===== config.mk =====
export PLATFORM = sky130hd
export DESIGN_NAME = muldiv_hilo_flat
export DESIGN_NICKNAME = d
export VERILOG_FILES = /design/src/rtl/muldiv_hilo_if.sv /design/src/rtl/muldiv_hilo.sv /design/src/flat_wrapper.sv
export SDC_FILE = /design/constraint.sdc
export NUM_CORES = 1
export LEC_CHECK = 0
export CAP_MARGIN = 20
export CORE_ASPECT_RATIO = 0.6
export CORE_MARGIN = 2
export CORE_UTILIZATION = 32
export CTS_CLUSTER_DIAMETER = 30
export DETAILED_ROUTE_END_ITERATION = 16
export MAX_ROUTING_LAYER = met4
export PLACE_DENSITY = 0.59
export SYNTH_ARGS = -nofsm -noshare
export SYNTH_HDL_FRONTEND = slang
export SYNTH_SLANG_ARGS = --single-unit

===== constraint.sdc =====
create_clock -name clk -period 4.35 [get_ports clk]
set_input_delay 1.0875 -clock clk [delete_from_list [all_inputs] [get_ports clk]]
set_output_delay 1.0875 -clock clk [all_outputs]
set_load 0.1 [all_outputs]

===== src/rtl/muldiv_hilo_if.sv =====
// Core-side request/read bundle for the HI/LO multiply/divide engine.
// Core drives through master; the engine sits on slave.
interface muldiv_hilo_if #(
  parameter int XLEN = 32
);
  logic            start;
  logic [1:0]      op;
  logic            op_signed;
  logic [XLEN-1:0] src_a;
  logic [XLEN-1:0] src_b;
  logic            rd_sel;
  logic [XLEN-1:0] rd_data;
  logic            busy;
  logic            done;
  logic            div_by_zero;

  modport master (
    output start, op, op_signed,
    output src_a, src_b, rd_sel,
    input  rd_data, busy, done,
    input  div_by_zero
  );

  modport slave (
    input  start, op, op_signed,
    input  src_a, src_b, rd_sel,
    output rd_data, busy, done,
    output div_by_zero
  );
endinterface


===== src/rtl/muldiv_hilo.sv =====
// Sequential mult/div (34 cycles) with HI/LO pair, mthi/mtlo and read port.
// MULDIV_SIGNED_EN enables signed operands via op_signed.
module muldiv_hilo #(
  parameter int XLEN = 32
) (
  input logic          clk,
  input logic          rst_n,
  muldiv_hilo_if.slave bus
);

  typedef enum logic [1:0] {
    IDLE,
    RUN,
    FIX
  } state_t;

  localparam logic [1:0] OP_MTHI = 2'b10;
  localparam logic [1:0] OP_MTLO = 2'b11;

  state_t            state;
  logic [4:0]        cnt;
  logic [XLEN-1:0]   hi;
  logic [XLEN-1:0]   lo;
  logic [XLEN-1:0]   opnd;
  logic [2*XLEN-1:0] acc;
  logic [XLEN:0]     rem;
  logic              is_div;
  logic              bz_q;
  logic              busy_q;
  logic              done_q;
  logic              dbz_q;

  logic [XLEN-1:0]   mag_a;
  logic [XLEN-1:0]   mag_b;
  logic [2*XLEN-1:0] prod;
  logic [XLEN-1:0]   quot;
  logic [XLEN-1:0]   remd;
  logic [XLEN-1:0]   fix_hi;
  logic [XLEN-1:0]   fix_lo;

  logic [XLEN:0]     mul_sum;
  logic [2*XLEN-1:0] mul_next;
  logic [XLEN:0]     div_shift;
  logic [XLEN:0]     div_diff;
  logic              div_ge;

  assign bus.rd_data     = bus.rd_sel ? hi : lo;
  assign bus.busy        = busy_q;
  assign bus.done        = done_q;
  assign bus.div_by_zero = dbz_q;

`ifdef MULDIV_SIGNED_EN
  logic neg_a;
  logic neg_b;
  logic neg_a_q;
  logic neg_b_q;

  assign neg_a = bus.op_signed & bus.src_a[XLEN-1];
  assign neg_b = bus.op_signed & bus.src_b[XLEN-1];
  assign mag_a = neg_a ? -bus.src_a : bus.src_a;
  assign mag_b = neg_b ? -bus.src_b : bus.src_b;

  always_ff @(posedge clk or negedge rst_n) begin
    if (!rst_n) begin
      neg_a_q <= 1'b0;
      neg_b_q <= 1'b0;
    end else if (state == IDLE && bus.start
                 && !bus.op[1]) begin
      neg_a_q <= neg_a;
      neg_b_q <= neg_b;
    end
  end

  // Remainder follows the dividend's sign.
  always_comb begin
    prod = acc;
    quot = acc[XLEN-1:0];
    remd = rem[XLEN-1:0];
    if (neg_a_q ^ neg_b_q) begin
      prod = -acc;
      quot = -acc[XLEN-1:0];
    end
    if (neg_a_q) remd = -rem[XLEN-1:0];
  end
`else
  logic unused_sign;

  assign unused_sign = bus.op_signed;
  assign mag_a       = bus.src_a;
  assign mag_b       = bus.src_b;
  assign prod        = acc;
  assign quot        = acc[XLEN-1:0];
  assign remd        = rem[XLEN-1:0];
`endif

  assign fix_hi = bz_q   ? '0
                : is_div ? remd
                :          prod[2*XLEN-1:XLEN];
  assign fix_lo = bz_q   ? '0
                : is_div ? quot
                :          prod[XLEN-1:0];

  // Shift-add: upper half accumulates, multiplier drains from LSB.
  assign mul_sum  = {1'b0, acc[2*XLEN-1:XLEN]}
                  + {1'b0, (acc[0] ? opnd : {XLEN{1'b0}})};
  assign mul_next = {mul_sum, acc[XLEN-1:1]};

  // Restoring step; quotient bits shift into the dividend slot.
  assign div_shift = {rem[XLEN-1:0], acc[XLEN-1]};
  assign div_diff  = div_shift - {1'b0, opnd};
  assign div_ge    = rem[XLEN] | (div_shift >= {1'b0, opnd});

  always_ff @(posedge clk or negedge rst_n) begin
    if (!rst_n) begin
      state  <= IDLE;
      cnt    <= '0;
      hi     <= '0;
      lo     <= '0;
      opnd   <= '0;
      acc    <= '0;
      rem    <= '0;
      is_div <= 1'b0;
      bz_q   <= 1'b0;
      busy_q <= 1'b0;
      done_q <= 1'b0;
      dbz_q  <= 1'b0;
    end else begin
      done_q <= 1'b0;
      unique case (state)
        IDLE: begin
          if (bus.start) begin
            unique case (bus.op)
              OP_MTHI: hi <= bus.src_a;
              OP_MTLO: lo <= bus.src_a;
              default: begin
                is_div <= bus.op[0];
                bz_q   <= bus.op[0]
                          && bus.src_b == '0;
                opnd   <= bus.op[0] ? mag_b : mag_a;
                acc    <= {{XLEN{1'b0}},
                           (bus.op[0] ? mag_a : mag_b)};
                rem    <= '0;
                cnt    <= 5'(XLEN - 1);
                busy_q <= 1'b1;
                dbz_q  <= 1'b0;
                state  <= RUN;
              end
            endcase
          end
        end
        RUN: begin
          if (is_div) begin
            rem <= div_ge ? div_diff : div_shift;
            acc[XLEN-1:0] <= {acc[XLEN-2:0], div_ge};
          end else begin
            acc <= mul_next;
          end
          cnt <= cnt - 5'd1;
          if (cnt == 5'd0) state <= FIX;
        end
        FIX: begin
          hi     <= fix_hi;
          lo     <= fix_lo;
          dbz_q  <= bz_q;
          done_q <= 1'b1;
          busy_q <= 1'b0;
          state  <= IDLE;
        end
        default: state <= IDLE;
      endcase
    end
  end

endmodule

===== src/flat_wrapper.sv =====
// flat-port wrapper written by rule: the top's interface ports become plain ports
module muldiv_hilo_flat 
#(
  parameter int XLEN = 32
)
  (clk, rst_n, bus_start, bus_op, bus_op_signed, bus_src_a, bus_src_b, bus_rd_sel, bus_rd_data, bus_busy, bus_done, bus_div_by_zero);
  muldiv_hilo_if #(.XLEN(XLEN)) bus_i ();
  input logic clk;
  input logic rst_n;
  input wire logic [$bits(bus_i.start)-1:0] bus_start;
  input wire logic [$bits(bus_i.op)-1:0] bus_op;
  input wire logic [$bits(bus_i.op_signed)-1:0] bus_op_signed;
  input wire logic [$bits(bus_i.src_a)-1:0] bus_src_a;
  input wire logic [$bits(bus_i.src_b)-1:0] bus_src_b;
  input wire logic [$bits(bus_i.rd_sel)-1:0] bus_rd_sel;
  output wire logic [$bits(bus_i.rd_data)-1:0] bus_rd_data;
  output wire logic [$bits(bus_i.busy)-1:0] bus_busy;
  output wire logic [$bits(bus_i.done)-1:0] bus_done;
  output wire logic [$bits(bus_i.div_by_zero)-1:0] bus_div_by_zero;
  assign bus_i.start = bus_start;
  assign bus_i.op = bus_op;
  assign bus_i.op_signed = bus_op_signed;
  assign bus_i.src_a = bus_src_a;
  assign bus_i.src_b = bus_src_b;
  assign bus_i.rd_sel = bus_rd_sel;
  assign bus_rd_data = bus_i.rd_data;
  assign bus_busy = bus_i.busy;
  assign bus_done = bus_i.done;
  assign bus_div_by_zero = bus_i.div_by_zero;
  muldiv_hilo #(.XLEN(XLEN)) u_core (.clk(clk), .rst_n(rst_n), .bus(bus_i));
endmodule

==> results of run 1 <==
-- metrics by stage --
step	total power, W	cell area (µm²)
final	0.0155	16800
after CTS	0.0154	16800
after global routing	0.0166	16800
after detailed placement	0.0125	15600
after floorplan	0.0102	13900
after global placement	0.0123	15600
-- report_power, final --
group	internal (W)	switching [W]	leakage, nW
logic	0.00339	0.00551	4.45
clock network	0.00183	0.00101	0.595
registers	0.00281	0.000912	2.54
total	0.00804	0.00744	7.59
-- cell families (layout without fill, tap and decap cells) --
logic type	after synthesis	after routing	synth area share
adders and majority gates	68	68	0.0621
buffers and inverters	153	265	0.0425
and+or+nand+nor	409	409	0.134
DFF	205	205	0.368
xor gates and xnor gates	46	46	0.0289
AOI/OAI and AO/OA	518	518	0.232
muxes	173	173	0.133
-- area by class of cell --
class	count	area, µm²
Inverter	62	233
Clock inverter	16	210
Multi-Input combinational cell	1214	8250
Timing Repair Buffer	142	1280
Tap cell	579	724
Fill cell	4324	26400
Clock buffer	45	983
Sequential cell	205	5130
-- metal layers --
metal | wire length (µm) | track usage
met5 | 0 | -
met2 | 17800 | 0.264
met3 | 3150 | 0.0428
met1 | 22600 | 0.305
met4 | 599 | 0.0318
-- registers in the layout, indices dropped and copies added (netlist names) --
register and count:
u_core.bz_q 1, u_core.cnt 5, u_core.lo 32, u_core.bus.busy 1, u_core.rem 33, u_core.acc 64
u_core.bus.done 1, u_core.hi 32, u_core.bus.div_by_zero 1, u_core.state 2, u_core.opnd 32, u_core.is_div 1
-- critical path, delay by kind of cell (launching register included) --
kind / cells / cell delay [ns]
and+or+nand+nor: 1 / 0.17
adders and majority gates: 1 / 0.37
AOI/OAI and AO/OA: 8 / 2.02
DFF: 1 / 0.54
buffers and inverters: 3 / 0.69
xor gates and xnor gates: 1 / 0.08
-- synth_stat cells (6+ instances only) --
| master | instances | area (µm²) |
|---|---|---|
| clkbuf_1 | 76 | 285 |
| xor2_1 | 12 | 105 |
| mux2i_1 | 80 | 801 |
| a22oi_1 | 66 | 495 |
| nand3_1 | 20 | 100 |
| a21oi_1 | 135 | 676 |
| nor3_1 | 15 | 75.1 |
| xnor2_1 | 34 | 298 |
| buf_1 | 9 | 33.8 |
| and2_1 | 36 | 225 |
| nor2_1 | 98 | 368 |
| o21a_1 | 14 | 105 |
| a31oi_1 | 11 | 68.8 |
| a32oi_1 | 8 | 70.1 |
| a22o_1 | 28 | 245 |
| o21ai_0 | 163 | 816 |
| mux2_2 | 93 | 1050 |
| dfrtp_1 | 205 | 5130 |
| o21bai_1 | 9 | 67.6 |
| nand4_1 | 10 | 62.6 |
| nor4_1 | 12 | 75.1 |
| o211ai_1 | 6 | 45.0 |
| ha_1 | 66 | 826 |
| a21o_1 | 28 | 210 |
| or2_2 | 7 | 43.8 |
| nand2b_1 | 13 | 81.3 |
| inv_1 | 62 | 233 |
| nand2_1 | 173 | 649 |
-- worst paths after layout --
kind                                            from                     endpoint  slack, ns  cells past startpoint
max                        u_core.acc[0]$_DFFE_PN0P_   u_core.acc[61]$_DFFE_PN0P_       0.34                     14
min reg2reg                 u_core.lo[9]$_DFFE_PN0P_     u_core.lo[9]$_DFFE_PN0P_       0.48                      2
max reg2reg                u_core.acc[0]$_DFFE_PN0P_   u_core.acc[61]$_DFFE_PN0P_       0.34                     14
min                         u_core.lo[9]$_DFFE_PN0P_     u_core.lo[9]$_DFFE_PN0P_       0.48                      2
min in group asynchronous                      rst_n   u_core.acc[62]$_DFFE_PN0P_       0.56                      1
max in group asynchronous                      rst_n  u_core.opnd[21]$_DFFE_PN0P_       2.94                      2
==> key figures, run 1 <==
Floorplan
  • Die ar.: between 40000 and 50000 µm²
  • Die Height: between 150 and 200 µm
  • Number of I/O pins: roughly 110
  • Area of the core: between 40000 and 50000 µm²
  • Initial Util: 0.323
  • Row cnt: 59
  • Die X-Extent: 274 µm

STA
  • Final hold violation count: 0
  • Fin crit period: 4.01 ns
  • Max-slew violations: 0
  • Tcrit/Tclk final: 0.922
  • Slew HR: 0.314
  • Clock skew: 0.0303 ns
  • RSZ-0062 raised after global routing: no
  • Worst-Margin Slew: just over 1 ns
  • Setup slack after layout: between 0.3 and 0.4 ns
  • Setup TNS: 0 ns
  • Highest clock rate: roughly 0.25 GHz
  • Hold slack: about 0.48 ns
  • # setup viols final: 0

Drt
  • Initial DRC Count: roughly 1000
  • DRT antenna net count: 0
  • Drt drc: 0
  • Final wirelength: around 44 mm
  • Routed vias/inst: between 5 and 6
  • DR pass1 iterations: 5
  • Routed len/inst: approximately 19 µm
  • Vias: 12346

GRT
  • Initial antenna violation count: 0
  • GR Util All Layers: 0.198
  • Grt total ovfl: 0
  • Pin count of the biggest net entering global routing: 84
  • First-pass GRT wire length: around 69 mm
  • Vias in the first global route: around 12000

Logic synthesis
  • Avg Cell Area, Syn: around 8.9 µm²
  • Syn Std Cell Area: roughly 14000 µm²
  • Ys flop type: dfrtp_1
  • Synth cell types: 70
  • EDFF count, synth: 0
  • Mapped Nets: about 1700
  • Gate Count Post-Synth: about 1600
  • #FFs+latches synth: ~200
  • Fraction of registers with async set/reset: 1.00
  • Ys Warns: 0
  • Seq/Total Area, Yosys: 0.368

Clock tree
  • Clock buffer depth: 3
  • CTS root buf: clkbuf_16
  • Post-CTS setup buffer count: 0
  • Hold_buf cts: 0
  • CTS resizes: 0
  • Clk Latency, worst-skew pair: ~0.53 ns
  • H-tree Lvls: 2
  • Register clock-pin slew on the reported worst setup and hold paths: about 0.060 ns
  • Clk sink count: between 200 and 250
  • CTS tree: built
  • CTS Buf Count: 34

Setup path
  • Worst setup SP type: register
  • CP max stage cell: a2111oi_0
  • CP most frequent cell: buf_4
  • Worst endpoint data arrival time: between 4 and 5 ns
  • Max stage delay on crit path: 0.65 ns
  • CP Capture Type: register
  • Crit path cell chain: buf_4, and2_1, ha_1, a21oi_1, o211ai_1, a2111oi_0, buf_4, o211ai_1, a41oi_1, buf_4, o21bai_1, a21oi_1, xnor2_1, a22o_1
  • Data required, critical path: ~4.8 ns
  • Critical path peak fanout: 13
  • CP Class: register to register

Placed design
  • HPWL Detailed: around 32 mm
  • Pre-CTS setup slack: between 0.4 and 0.5 ns
  • Routability cong.: ~0.94
  • Port bufs: about 100
  • Dpl cells: between 2000 and 2500

Layout
  • Commonest non-fill, non-tap cell in the layout: dfrtp_1
  • Share of layout cells above drive strength 1: 0.147
  • Most frequent cells in the layout: dfrtp_1 (204), nand2_1 (173), o21ai_0 (163), a21oi_1 (135), nor2_1 (94)
  • Antenna Cells: 0
  • Nets@finish: around 1800
  • Finished Layout Cells: 2263
  • P&R area growth vs syn: 20.6%
  • Fin util: 0.389

Status
  • Status: completed

Pwr
  • PD cells: slightly above 900 nW/µm²
  • Peak supply drop: about 0.00046 V
  • LEAKAGE: approximately 7.6 nW

Job
  • Max-Cap Viols: 0

Worst hold path
  • Worst min path class: register to register
(Power assumes the default switching activity.)
==> inputs of run 2 (changes only) <==
- SETUP_SLACK_MARGIN: default -> 0.2
==> results of run 2 <==
The final DEF is identical to that of run 1; final timing and power are the same.
==> inputs of run 3 (changes only) <==
- PLACE_DENSITY: 0.59 -> 0.61
- clock period: 4.35 -> 3.5 ns (I/O delays scaled with it)
==> run 3 against run 2 <==
Clock skew fell by 0.0039 ns. Flip-flop and latch count did not move. Clock power rose by 24%. Sequential share of layout area fell by 1.4 points. Worst setup slack got worse by 0.098 ns. Register-to-register slack got worse by 0.098 ns.
==> key figures, run 3 (synthesis gave the netlist of run 1 again) <==
Status
  • Status: completed (unchanged)

Pwr
  • Clock power share: 0.173 (was 0.184)
  • Combinational power share: 0.599 (was 0.575)
  • Sw Pwr: 0.00958 W (was 0.00744 W)
  • Switching part of the total: 0.470 (was 0.481)
  • Sequential Power Share: 0.228 (was 0.241)
  • PD cells: 1150 nW/µm² (was 920 nW/µm²)
  • Peak supply drop: 0.000509 V (was 0.000458 V)
  • Power Internal: 0.0108 W (was 0.00804 W)
  • LEAKAGE: 7.90 nW (was 7.59 nW)

Layout
  • Antenna Cells: 0 (unchanged)
  • P&R area growth vs syn: 26.5% (was 20.6%)
  • Biggest regs: u_core.acc (64), u_core.rem (33) (unchanged)
  • Multi-input logic area: 8410 µm² (was 8250 µm²)
  • Fillers: 4216 (was 4324)
  • Share of layout cells above drive strength 1: 0.178 (was 0.147)
  • Most flops, register: u_core.acc (unchanged)
  • Commonest non-fill, non-tap cell in the layout: dfrtp_1 (unchanged)
  • Most frequent cells in the layout: dfrtp_1 (203), nand2_1 (173), o21ai_0 (158), a21oi_1 (130), nor2_1 (94) (was dfrtp_1 (204), nand2_1 (173), o21ai_0 (163), a21oi_1 (135), nor2_1 (94))
  • Fin area: 17600 µm² (was 16800 µm²)
  • Max FFs per register: 64 (unchanged)
  • Nets@finish: 1826 (was 1798)
  • Fin util: 0.409 (was 0.389)
  • Sequential cell area: 5130 µm² (about the same)
  • Finished Layout Cells: 2292 (was 2263)

STA
  • Worst-Margin Slew: 0.912 ns (was 1.03 ns)
  • Final hold violation count: 0 (unchanged)
  • Highest clock rate: 0.307 GHz (was 0.249 GHz)
  • # setup viols final: 0 (unchanged)
  • Max-slew violations: 0 (unchanged)
  • RSZ-0062 raised after global routing: yes (was no)
  • Clock skew: 0.0264 ns (was 0.0303 ns)
  • Hold slack: 0.290 ns (was 0.476 ns)
  • Setup TNS: 0 ns (unchanged)
  • Fin crit period: 3.26 ns (was 4.01 ns)
  • Slew HR: 0.392 (was 0.314)
  • Tcrit/Tclk final: 0.931 (was 0.922)

Floorplan
  • Row cnt: 59 (unchanged)
  • Initial Util: 0.323 (unchanged)
  • Area of the core: 43200 µm² (unchanged)
  • Die Height: 166 µm (unchanged)
  • Number of I/O pins: 106 (unchanged)
  • Die ar.: 45300 µm² (unchanged)
  • Die X-Extent: 274 µm (unchanged)

Drt
  • DR pass1 iterations: 5 (unchanged)
  • Drt drc: 0 (unchanged)
  • Initial DRC Count: 1379 (was 1047)
  • Routed vias/inst: 5.47 (was 5.46)
  • Final wirelength: 44.8 mm (was 44.1 mm)
  • DRT antenna net count: 0 (unchanged)
  • Vias: 12545 (was 12346)
  • Routed len/inst: 19.6 µm (was 19.5 µm)

Setup path
  • Max stage delay on crit path: 0.49 ns (was 0.65 ns)
  • CP max stage cell: a2111oi_1 (was a2111oi_0)
  • Crit path cell chain: buf_6, buf_4, and2_1, ha_1, a2111oi_1, a221o_1, buf_4, o21ai_2, a21o_1, a21oi_1, o21ai_1, xor2_1, a22o_1 (was buf_4, and2_1, ha_1, a21oi_1, o211ai_1, a2111oi_0, buf_4, o211ai_1, a41oi_1, buf_4, o21bai_1, a21oi_1, xnor2_1, a22o_1)
  • Worst endpoint data arrival time: 3.67 ns (was 4.41 ns)
  • CP Capture Type: register (unchanged)
  • Worst R2R Start: u_core.acc[0]$_DFFE_PN0P_ (unchanged)
  • Worst setup SP type: register (unchanged)
  • Data required, critical path: 3.91 ns (was 4.75 ns)
  • Critical path peak fanout: 9 (was 13)
  • CP most frequent cell: buf_4 (unchanged)
  • Worst setup path startpoint: u_core.acc[0]$_DFFE_PN0P_ (unchanged)
  • CP Class: register to register (unchanged)

Placed design
  • Dpl cells: 2225 (was 2202)
  • Port bufs: 104 (unchanged)
  • Cell area after placement: 16200 µm² (was 15600 µm²)
  • Routability cong.: 0.945 (was 0.939)
  • HPWL Detailed: 32.5 mm (was 31.8 mm)

Clock tree
  • H-tree Lvls: 2 (unchanged)
  • CTS root buf: clkbuf_16 (unchanged)
  • CTS Buf Count: 34 (unchanged)
  • Clk sink count: 205 (unchanged)
  • CTS tree: built (unchanged)
  • Register clock-pin slew on the reported worst setup and hold paths: 0.06 ns (about the same)
  • Clk Latency, worst-skew pair: 0.53 ns (about the same)
  • Hold_buf cts: 0 (unchanged)
  • Clock buffer depth: 3 (unchanged)

GRT
  • Met1 usage: 0.308 (was 0.305)
  • Grt total ovfl: 0 (unchanged)
  • First-pass GRT wire length: 69.9 mm (was 69.5 mm)
  • Vias in the first global route: 12083 (was 11894)
  • Global route hottest layer: met1 (unchanged)
  • GR Util All Layers: 0.201 (was 0.198)
  • Initial antenna violation count: 0 (unchanged)
  • Grt met2 use: 0.269 (was 0.264)
  • Pin count of the biggest net entering global routing: 65 (was 84)
  • Routing usage on met3: 0.0412 (was 0.0428)

Worst hold path
  • Worst min path class: input pin to async pin (was register to register)

Job
  • Max-Cap Viols: 0 (unchanged)
==> run 3: timing repair <==
action	4_1_cts	5_1_grt
gates cloned	0	0
resized for setup	8	31
endpoints found under the hold margin	0	0
buffers inserted	1	4
endpoints found under the setup margin	9	44
pin swaps	2	11
==> run 3: power by group through the flow <==
stage	clock network, W	logic [W]	registers (W)
floorplan	0	0.00847	0.00416
global placement	0	0.0116	0.00459
detailed placement	0	0.0118	0.00463
CTS	0.00358	0.0119	0.00461
global route	0.00372	0.0133	0.00479
finish	0.00353	0.0122	0.00465
==> run 3: final cells by class <==
cell class | instances | share of cell area
multi-input combinational | 1214 | 0.477
inverter | 62 | 0.0132
clock buffer | 46 | 0.0572
sequential | 205 | 0.291
timing repair buffer | 170 | 0.111
tap | 579 | 0.0411
clock inverter | 16 | 0.0104
==> run 3: path summary, 6_finish.rpt <==
| kind | slack [ns] | to | cells past startpoint |
|---|---|---|---|
| setup / recovery | 0.24 | u_core.acc[49]$_DFFE_PN0P_ | 13 |
| hold / removal | 0.29 | u_core.acc[57]$_DFFE_PN0P_ | 1 |
| setup reg to reg | 0.24 | u_core.acc[49]$_DFFE_PN0P_ | 13 |
| hold reg to reg | 0.47 | u_core.lo[26]$_DFFE_PN0P_ | 2 |
| max in group asynchronous | 2.41 | u_core.opnd[1]$_DFFE_PN0P_ | 2 |
| min in group clk | 0.47 | u_core.lo[26]$_DFFE_PN0P_ | 2 |
==> run 3: stage by stage <==
stage / setup WS [ns] / total power (W)
global placement: 0.0860 / 0.0162
global route: 0.132 / 0.0218
finish: 0.242 / 0.0204
floorplan: 0.390 / 0.0126
detailed placement: 0.0217 / 0.0164
CTS: 0.165 / 0.0201
==> run 3: layer usage <==
| metal | part of all wire | up-vias |
|---|---|---|
| met5 | 0 | - |
| met4 | 0.013 | 0 |
| met3 | 0.070 | 50 |
| met2 | 0.41 | 447 |
| met1 | 0.51 | 6092 |
| li1 | - | 5956 |
==> run 3: critical path, delay by kind of cell (launching register included) <==
kind	cells	cell delay [ns]
AOI/OAI and AO/OA	7	1.70
xor gates and xnor gates	1	0.14
adders and majority gates	1	0.30
buffers and inverters	3	0.48
DFF	1	0.40
and+or+nand+nor	1	0.15
